--- src/rtl/dmem_arb_pkg.sv ---
// Shared types and constants for the data-memory arbiter.
// Optional build macro: DMEM_ARB_FIXED_PRIO_EN (fixed priority, requester 0 wins).
package dmem_arb_pkg;

    localparam int ADDR_W_DEF = 8;
    localparam int DATA_W_DEF = 16;

    localparam int REQ_CPU  = 0;
    localparam int REQ_HOST = 1;

    typedef enum logic {
        IDLE    = 1'b0,
        RD_WAIT = 1'b1
    } state_t;

endpackage

--- src/rtl/arb_rr_pick.sv ---
// Two-way tie-break: one-hot grant from a request pair and the last winner.
// On a tie the requester that did not win last time is chosen.
module arb_rr_pick (
    input  logic [1:0] req,
    input  logic       last,
    output logic [1:0] gnt
);

    always_comb begin
        gnt = 2'b00;
        unique case (req)
            2'b01:   gnt = 2'b01;
            2'b10:   gnt = 2'b10;
            2'b11:   gnt = last ? 2'b01 : 2'b10;
            default: gnt = 2'b00;
        endcase
    end

endmodule

--- src/rtl/dmem_arbiter.sv ---
// Two-requester arbiter in front of a 1-cycle-latency single-port data RAM.
// Define DMEM_ARB_FIXED_PRIO_EN for fixed priority (requester 0 always wins ties).
module dmem_arbiter
    import dmem_arb_pkg::*;
#(
    parameter int ADDR_W = ADDR_W_DEF,
    parameter int DATA_W = DATA_W_DEF
) (
    input  logic              clk,
    input  logic              reset,
    input  logic              r0_req,
    input  logic              r0_wr,
    input  logic [ADDR_W-1:0] r0_addr,
    input  logic [DATA_W-1:0] r0_wdata,
    input  logic              r1_req,
    input  logic              r1_wr,
    input  logic [ADDR_W-1:0] r1_addr,
    input  logic [DATA_W-1:0] r1_wdata,
    output logic              r0_gnt,
    output logic              r1_gnt,
    output logic              r0_rvalid,
    output logic              r1_rvalid,
    output logic [DATA_W-1:0] rdata,
    output logic [ADDR_W-1:0] mem_addr,
    output logic              mem_wr,
    output logic              mem_en,
    output logic [DATA_W-1:0] mem_wdata,
    input  logic [DATA_W-1:0] mem_rdata,
    output logic              busy
);

    state_t     r_state;
    logic [1:0] r_rvalid;
    logic       w_idle;
    logic       w_last;
    logic       w_rd_gnt;
    logic [1:0] w_req;
    logic [1:0] w_gnt;

    // Grants are gated by reset so nothing reaches the RAM while held in reset.
    assign w_idle = reset && (r_state == IDLE);
    assign w_req  = {r1_req, r0_req} & {2{w_idle}};

`ifdef DMEM_ARB_FIXED_PRIO_EN
    assign w_last = 1'b1;
`else
    logic r_last;

    assign w_last = r_last;

    always_ff @(posedge clk or negedge reset) begin
        if (!reset) begin
            r_last <= 1'b1;
        end else if (|w_gnt) begin
            r_last <= w_gnt[REQ_HOST];
        end
    end
`endif

    arb_rr_pick u_pick (
        .req  (w_req),
        .last (w_last),
        .gnt  (w_gnt)
    );

    always_comb begin
        mem_en    = |w_gnt;
        mem_wr    = 1'b0;
        mem_addr  = '0;
        mem_wdata = '0;
        unique case (1'b1)
            w_gnt[REQ_CPU]: begin
                mem_wr    = r0_wr;
                mem_addr  = r0_addr;
                mem_wdata = r0_wdata;
            end
            w_gnt[REQ_HOST]: begin
                mem_wr    = r1_wr;
                mem_addr  = r1_addr;
                mem_wdata = r1_wdata;
            end
            default: ;
        endcase
    end

    assign w_rd_gnt = mem_en & ~mem_wr;

    always_ff @(posedge clk or negedge reset) begin
        if (!reset) begin
            r_state  <= IDLE;
            r_rvalid <= 2'b00;
        end else begin
            unique case (r_state)
                IDLE: begin
                    if (w_rd_gnt) begin
                        r_state  <= RD_WAIT;
                        r_rvalid <= w_gnt;
                    end
                end
                RD_WAIT: begin
                    r_state  <= IDLE;
                    r_rvalid <= 2'b00;
                end
            endcase
        end
    end

    assign r0_gnt    = w_gnt[REQ_CPU];
    assign r1_gnt    = w_gnt[REQ_HOST];
    assign r0_rvalid = r_rvalid[REQ_CPU];
    assign r1_rvalid = r_rvalid[REQ_HOST];
    assign rdata     = (r_state == RD_WAIT) ? mem_rdata : '0;
    assign busy      = (r_state != IDLE);

endmodule

--- config.mk ---
export PLATFORM = sky130hd
export DESIGN_NAME = dmem_arbiter
export DESIGN_NICKNAME = d
export VERILOG_FILES = /design/src/rtl/dmem_arb_pkg.sv /design/src/rtl/arb_rr_pick.sv /design/src/rtl/dmem_arbiter.sv
export SDC_FILE = /design/constraint.sdc
export NUM_CORES = 1
export LEC_CHECK = 0
export ABC_AREA = 1
export CORE_MARGIN = 5
export CORE_UTILIZATION = 35
export CTS_CLUSTER_SIZE = 10
export DETAILED_ROUTE_END_ITERATION = 16
export DONT_BUFFER_PORTS = 1
export GPL_TIMING_DRIVEN = 0
export PLACE_DENSITY = 0.46
export SYNTH_ARGS = -nofsm -noshare
export SYNTH_HDL_FRONTEND = slang
export SYNTH_SLANG_ARGS = --single-unit
--- constraint.sdc ---
create_clock -name clk -period 1.5 [get_ports clk]
set_input_delay 0.3 -clock clk [delete_from_list [all_inputs] [get_ports clk]]
set_output_delay 0.3 -clock clk [all_outputs]
set_load 0.005 [all_outputs]
## Word level (Yosys, flattened, before mapping)

Index checks and enable logic that the tools add are counted.

- Bitwise logic cells: 4
- Shift-type cells: 0
- Eq/ne operators: 4
- $add $sub $neg: 0
- Div/mod/pow operators: 0
- Reductions and logical operators: 2
- Order comparisons: 0
- $mul: 0
- Mux-type cells: 10

Operator list:

| cell | number |
|---|---|
| case mux 16 bit (2 select lines) | 1 |
| two-way mux 16 bit | 1 |
| case mux 8 bit (2 select lines) | 1 |
| case mux 2 bit (3 select lines) | 1 |
| equality test 2 bit, second input constant | 2 |
| two-way mux 2 bit | 2 |
| case mux 1 bit (2 select lines) | 2 |
| case mux 2 bit (2 select lines) | 1 |
| bitwise AND 2 bit | 1 |
| equality test 2 x 1 -> 1 bit, second input constant | 1 |
| != test 2 bit, second input constant | 1 |
| NOT 1 bit | 2 |
| OR reduction 2 bit | 1 |
| bitwise AND 1 bit | 1 |
| logical AND 1 bit | 1 |
| two-way mux 1 bit | 1 |

- Latch bits: 0
- Memories: 0
- Memory bits (read-only): 0
- Register bits: 4
- Word-level logic and storage cells: 23
- Bits in writable memories: 0

## Depth between registers and ports, before layout

Gate-level depths: netlist of the first run.

- Word-level depth: 10
- Gate-level depth with buffers: 8

## By module

From an unflattened synthesis of the first run, not the netlist that was laid out.

- Cell total of the unflattened synthesis: 94
- Area total of the unflattened synthesis: 663.1 µm²

Modules (own cells, without submodules):

| module | area each (µm²) | cells an instance | times used | sequential area each (µm²) |
|---|---|---|---|---|
| dmem_arbiter | 641.9 | 89 | 1 | 101.3 |
| arb_rr_pick | 21.3 | 5 | 1 | 0.0 |

## Worst setup path before layout of the first run

OpenSTA, ideal clock, no wires.

- Path kind: flip-flop to output port
- Start point: register r_state (netlist: busy)
- End point: output port mem_wdata[10]
- Arrival: 1.153 ns
- Stages on the path, launching flop included: 7
- Setup slack: 0.047 ns
- Required time: 1.200 ns
- Cell sequence: dfrtp_1 -> buf_6 -> nor2_8 -> nand2_4 -> nor2_8 -> buf_8 -> a22o_1

- Longest elaborated chain between the ends: 6

RTL lines:

| what | RTL line | text |
|---|---|---|
| start, declared | dmem_arbiter.sv:32 | `state_t r_state;` |
| start signal, assigned | dmem_arbiter.sv:90 | `r_state <= IDLE;` |
| start signal, assigned | dmem_arbiter.sv:96 | `r_state <= RD_WAIT;` |
| start signal, assigned | dmem_arbiter.sv:101 | `r_state <= IDLE;` |
| NOT 1 bit * | - |  |
| logical AND 1 bit * | dmem_arbiter.sv:41 | `assign w_idle = reset && (r_state == IDLE);` |
| bitwise AND 2 bit * | dmem_arbiter.sv:42 | `assign w_req = {r1_req, r0_req} & {2{w_idle}};` |
| equality test 2 bit or equality test 2 x 1 -> 1 bit (tied branches) | arb_rr_pick.sv:11 | `unique case (req)` |
| case mux 2 bit (3 select lines) * | arb_rr_pick.sv:11 |  |
| via r1_gnt | dmem_arbiter.sv:20 | `output logic r1_gnt,` |
| case mux 16 bit (2 select lines) * | dmem_arbiter.sv:71 | `unique case (1'b1)` |
| end, declared | dmem_arbiter.sv:27 | `output logic [DATA_W-1:0] mem_wdata,` |

Mark *: on every way through the listed nets, which the timed path passes. The rest lies on a longest branch.

## Worst setup path after layout of the first run

- Start point: register r_state (netlist: busy)
- End point: output port mem_addr[1]

- Longest elaborated chain between the ends: 6

RTL lines:

| what | RTL line | text |
|---|---|---|
| NOT 1 bit * | - |  |
| logical AND 1 bit * | dmem_arbiter.sv:41 |  |
| bitwise AND 2 bit * | dmem_arbiter.sv:42 |  |
| equality test 2 bit or equality test 2 x 1 -> 1 bit (tied branches) | arb_rr_pick.sv:11 |  |
| case mux 2 bit (3 select lines) * | arb_rr_pick.sv:11 |  |
| case mux 8 bit (2 select lines) * | dmem_arbiter.sv:71 |  |
| end, declared | dmem_arbiter.sv:24 | `output logic [ADDR_W-1:0] mem_addr,` |

Every way passes the cells marked *; elsewhere a longest branch is shown, timed or not.

==> flow_summary.yaml, run 1 <==
pwr:
  swShare_pct: 38.0
  power.switching_mw: 0.218
  p_int_mw: 0.356
  ir_drop_mv: 0.404
  power.density_nw_per_um2: 709
  power_frac_comb_pct: 49.6
  pwr-share-clk_pct: 26.1
  seq_power_share_pct: 24.3
  p_leak_nw: 0.504
synth:
  yosys-top-cells-area: "a22o_1 (32%), nand2_1 (14%), dfrtp_1 (11%)"
  synthCells: 92
  synth.distinct_cells: 18
  ys_warn_count: 0
  syn_avg_cell_area_um2: 7.11
  yosysSeqAreaShare_pct: 15.5
  synth_seq_cells: 4
  synth_fp_nets: 162
  synth_area_leader_cell: "a22o_1"
  syn-cell-area_um2: 654
  yosysTopAreaCellShare_pct: 32.1
grt:
  grtUsageTotal_pct: 15.1
  overflow: 0
  grt_pass1_vias: 688
  grt_first_pass_wirelength_um: 3170
  grt_max_degree: 18
  antenna_found_initial: 0
worst_setup_path:
  cp_max_fo: 10
  end_kind: "output port"
  critPathKind: "flip-flop to output port"
  cp-start-kind: "flip-flop"
  required_ns: 1.20
  arrival_ns: 1.44
drt:
  wl_um: 2390
  drtIter0Drc: 1
  drc: 0
  wl_per_cell_um: 18.4
  via_per_inst: 5.38
  first_pass_iters: 2
  num_vias: 699
  drtAntennaViolNets: 0
timing:
  fmax_mhz: 575
  slew_headroom_pct: 87.2
  worst_slack_ns: -0.238
  slew_viol_final: 0
  min_period_ns: 1.74
  worst_slew_pin_slew_ns: 0.192
  setup_violations: 28
  period_share_pct: 116
  hold_viol_final: 0
  setup_tns_ns: -5.54
  fin_skew_ns: 0.00619
  rsz0062_at_grt: "yes"
run_status:
  failed_checks: "negative setup slack"
  outcome: "finished with violations"
floorplan:
  dieWidth_um: 53.2
  initial_utilization_pct: 37.5
  rows: 15
  die_y_um: 53.2
  core-area_um2: 1750
  num_io_pins: 117
  dieArea_um2: 2830
clock_tree:
  cts-root-buf: "clkbuf_4"
  clockBufferDepth: 2
  ctsHtreeMaxLevel: 1
  tritoncts.num_buffers: 3
  cts.clk_slew.worst_paths_ns: 0.04
  tritoncts: "built"
  insertion_delay_ns: 0.24
  clock_sinks: 4
final_layout:
  drive_gt1_share_pct: 25.7
  final_cells: 130
  final_nets: 176
  antennaDiodeCount: 0
  syn2layout_area_growth_pct: 23.7
  n_fill_cell: 184
hold_path:
  hold_class: "input pin to flip-flop"
placed_design:
  dp.cells: 117
  hpwl_um: 1990
  io_buffers: 0
  gp_congestion: 0.708
job:
  max_cap_viol_count: 0
-- sequential cells by signal (all words and copies together), names as in the netlist --
register / cells
r_last: 1
busy: 1
r_rvalid: 2
-- stage by stage --
step / utilization [%] / setup WS [ns] / hold WS [ns] / power, mW / area [um2]
finish: 46.4 / -0.238 / 0.299 / 0.574 / 810
global route: 46.4 / -0.339 / 0.316 / 0.634 / 810
CTS: 48.0 / -0.315 / 0.293 / 0.600 / 837
detailed placement: 39.3 / -0.0982 / 0.00454 / 0.390 / 686
global placement: 39.3 / -0.0793 / 0.00451 / 0.388 / 686
floorplan: - / 0.0465 / 0.00441 / 0.349 / 654
-- layout make-up --
type / instances / area, um2 / area share [%]
Multi-Input combinational cell: 60 / 415 / 51.3
Sequential cell: 4 / 101 / 12.5
Timing Repair Buffer: 11 / 101 / 12.5
Inverter: 22 / 85.1 / 10.5
Buffer: 4 / 48.8 / 6.03
Tap cell: 25 / 31.3 / 3.86
Clock buffer: 4 / 26.3 / 3.25
-- final timing paths --
path                                           end  cells past startpoint  slack, ns          startpoint
setup / recovery                       mem_addr[1]                      6      -0.24      busy$_DFF_PN0_
hold / removal                  r_last$_DFFE_PN1P_                      3       0.30              r0_req
setup reg to reg           r_rvalid[0]$_DFFE_PN0P_                      9       0.09      busy$_DFF_PN0_
hold reg to reg                 r_last$_DFFE_PN1P_                      2       0.51  r_last$_DFFE_PN1P_
max in group asynchronous       r_last$_DFFE_PN1P_                      1       0.92               reset
min in group asynchronous  r_rvalid[1]$_DFFE_PN0P_                      1       0.33               reset
-- routing by layer --
layer  part of all wire, %  global-route usage [%]
met3                    15                    6.20
met1                    34                    17.8
met2                    50                    25.1
met5                     0                       0
met4                     0                    3.83
-- repair_timing --
item	4_1_cts	5_1_grt
resized for setup	6	1
setup endpoints to repair	37	33
cloned	1	0
buffers inserted	10	0
endpoints found under the hold margin	4	0
pin swaps	9	7
hold buffers	1	0
-- cell usage in the layout, fill, tap and decap left out --
cell            n
inv_4           1
buf_4           9
buf_8           2
nand4_1         2
nand3_2         2
nand2_4         2
o22ai_1         1
dfstp_2         1
a22o_1         24
nand3_1         2
inv_1          19
nor2_8          2
clkbuf_1        1
nand2_1        25
buf_12          1
clkbuf_4        3
dlygate4sd3_1   1
dfrtp_1         3
buf_6           2
inv_2           2
-- worst max-delay path, cell delays in order, from the launching register on --
cell and delay (ns):
dfrtp_1 0.41, buf_6 0.15, nor2_8 0.12, nand2_4 0.08, nor2_8 0.13, buf_6 0.15, a22o_1 0.17
-- synthesized netlist by cell type (all sizes together) --
| cell type | n |
|---|---|
| dfstp | 1 |
| clkbuf | 1 |
| o22ai | 1 |
| inv | 21 |
| nand4 | 2 |
| nand2 | 27 |
| clkinv | 1 |
| buf | 5 |
| a22o | 24 |
| nand3 | 4 |
| nor2 | 2 |
| dfrtp | 3 |
-- power groups by stage --
stage	Clock [mW]	Sequential, mW	Combinational, mW
6_report	0.150	0.139	0.285
5_1_grt	0.171	0.142	0.321
4_1_cts	0.157	0.140	0.303
3_5_place_dp	0	0.141	0.249
3_3_place_gp	0	0.141	0.248
2_1_floorplan	0	0.137	0.212
-- cells by family after synthesis --
group | after synthesis | share of synthesized area [%]
buffers and inverters | 28 | 21.8
AOI/OAI and AO/OA | 25 | 33.1
DFF | 4 | 15.5
and+or+nand+nor | 35 | 29.6
(Power assumes the default switching activity.)
==> inputs of run 2 (changes only) <==
Settings changed: PLACE_DENSITY 0.46 to unset, SYNTH_HIERARCHICAL set to 1.
==> flow_summary.yaml, run 2 <==
worst_setup_path:
  critPathKind: "flip-flop to output port"
  r2r_cells: 12
  end_kind: "output port"
  cp-start-kind: "flip-flop"
  required_ns: 1.20
  cp_max_fo: 10
  arrival_ns: 1.65
synth:
  async_reset_ff_share_pct: 100
  yosys-top-cells-area: "a22o_1 (32%), nand2_1 (12%), dfrtp_1 (11%)"
  synth_area_leader_cell: "a22o_1"
  synth-edff-count: 0
  synth.distinct_cells: 17
  syn-cell-area_um2: 663
  synth_fp_nets: 164
  synth.most_common_cell: "a22o_1"
  synthFlopType: "dfrtp_1"
  yosysSeqAreaShare_pct: 15.3
  synth_seq_cells: 4
  yosysTopAreaCellShare_pct: 31.7
  ys_warn_count: 6
  synthTopCellsByCount: "a22o_1 (24), nand2_1 (22), inv_1 (18)"
  syn_avg_cell_area_um2: 7.05
  synthCells: 94
grt:
  met2_usage_pct: 28.4
  grt_first_pass_wirelength_um: 3190
  grt_most_used_layer: "met2"
  grt.met1_usage_pct: 17.5
  use_met3_pct: 3.10
  grtUsageTotal_pct: 15.4
  overflow: 0
  grt_pass1_vias: 675
  grt_max_degree: 11
  antenna_found_initial: 0
timing:
  setup_violations: 29
  rsz0062_at_grt: "yes"
  setup_tns_ns: -11.54
  hold_viol_final: 0
  slew_headroom_pct: 87.9
  fmax_mhz: 514
  min_period_ns: 1.95
  worst_slew_pin_slew_ns: 0.180
  worst_slack_ns: -0.447
  fin_skew_ns: 0.00677
  period_share_pct: 130
  slew_viol_final: 0
drt:
  wl_per_cell_um: 18.8
  drc: 0
  via_per_inst: 5.47
  drtIter0Drc: 5
  first_pass_iters: 4
  wl_um: 2460
  num_vias: 716
  drtAntennaViolNets: 0
run_status:
  outcome: "finished with violations"
  failed_checks: "negative setup slack"
clock_tree:
  insertion_delay_ns: 0.24
  tritoncts: "built"
  clock_sinks: 4
  tritoncts.num_buffers: 3
  cts.clk_slew.worst_paths_ns: 0.05
  clockBufferDepth: 2
  cts-root-buf: "clkbuf_4"
  ctsHtreeMaxLevel: 1
floorplan:
  die_y_um: 53.5
  core-area_um2: 1760
  dieWidth_um: 53.5
  initial_utilization_pct: 37.6
  num_io_pins: 117
  dieArea_um2: 2860
  rows: 15
pwr:
  p_leak_nw: 0.505
  power.density_nw_per_um2: 875
  design_power_total_mw: 0.729
  ir_drop_mv: 0.423
placed_design:
  placed_area_um2: 712
  gp_congestion: 0.597
  hpwl_um: 2100
  dp_slack_ns: -0.299
  io_buffers: 0
final_layout:
  syn2layout_area_growth_pct: 25.7
  final_core_util_pct: 47.2
  antennaDiodeCount: 0
  regArea_um2: 101
  most-common-layout-cells: "a22o_1 (24), nand2_1 (19), inv_1 (16)"
  multi_input_area_um2: 425
  n_fill_cell: 177
  largest_register_ffs: 2
  drive_gt1_share_pct: 33.0
  finalInstanceArea_um2: 833
  top_register: "r_rvalid"
  final_nets: 177
  final_common_cell: "a22o_1"
job:
  max_cap_viol_count: 0
hold_path:
  hold_class: "input pin to flip-flop"
  hold_path_depth: 3
run 2: changes by cell type in the layout (fill, tap and decap cells not counted), sizes merged:
cell   before  now
nand4       2    0
nand2      27   26
inv        22   20
buf        14   15
nor2        2    3
and3        0    2
o22ai       1    0
a21oi       0    1
nand3       4    6
run 2: per-layer routing:
metal	share of wire [%]	vias up
li1	-	338
met1	33	325
met2	56	53
met3	11	0
met4	0	0
met5	0	-
run 2: layout make-up:
type / count / area share (%)
Buffer: 7 / 9.46
Multi-Input combinational cell: 62 / 51.1
Tap cell: 25 / 3.75
Timing Repair Buffer: 9 / 10.8
Sequential cell: 4 / 12.2
Inverter: 20 / 9.61
Clock buffer: 4 / 3.15
run 2: kinds of logic after synthesis:
| group | count (synthesis) | synth area share [%] |
|---|---|---|
| AOI/OAI and AO/OA | 25 | 32.5 |
| DFF | 4 | 15.3 |
| buffers and inverters | 28 | 23.8 |
| and+or+nand+nor | 37 | 28.5 |
run 2: path summary, 6_finish.rpt:
check / start / end / slack [ns]
min in group asynchronous: reset / r_rvalid[0]$_DFFE_PN0P_ / 0.33
setup reg to reg: busy$_DFF_PN0_ / r_rvalid[1]$_DFFE_PN0P_ / -0.20
setup / recovery: busy$_DFF_PN0_ / mem_wdata[2] / -0.45
hold / removal: r1_wr / busy$_DFF_PN0_ / 0.28
max in group asynchronous: reset / r_last$_DFFE_PN1P_ / 0.93
hold reg to reg: r_last$_DFFE_PN1P_ / r_last$_DFFE_PN1P_ / 0.48
run 2: timing repair:
item,4_1_cts,5_1_grt
endpoints found under the hold margin,4,0
hold buffers,1,0
gates cloned,1,0
setup endpoints to repair,31,41
pin swaps,7,3
gates resized for setup,6,2
setup buffers,7,0
run 2: worst max-delay path: stages, from the launching register on:
cell,delay (ns)
dfrtp_1,0.40
buf_6,0.13
inv_4,0.05
and3_4,0.17
inv_2,0.04
nand2_2,0.05
nand2_2,0.06
buf_6,0.14
buf_6,0.13
a22o_1,0.23
run 2: where the power goes:
part           leakage (nW)  switching, mW  internal, mW
logic                 0.440          0.223         0.197
clock network        0.0150         0.0505         0.100
registers            0.0509         0.0204         0.138
run 2: metrics by stage:
stage | hold slack, ns | cells
6_report | 0.276 | 131
5_1_grt | 0.267 | 131
4_1_cts | 0.265 | 132
3_5_place_dp | 0.00456 | 119
3_3_place_gp | 0.00457 | 119
2_1_floorplan | 0.00441 | 94
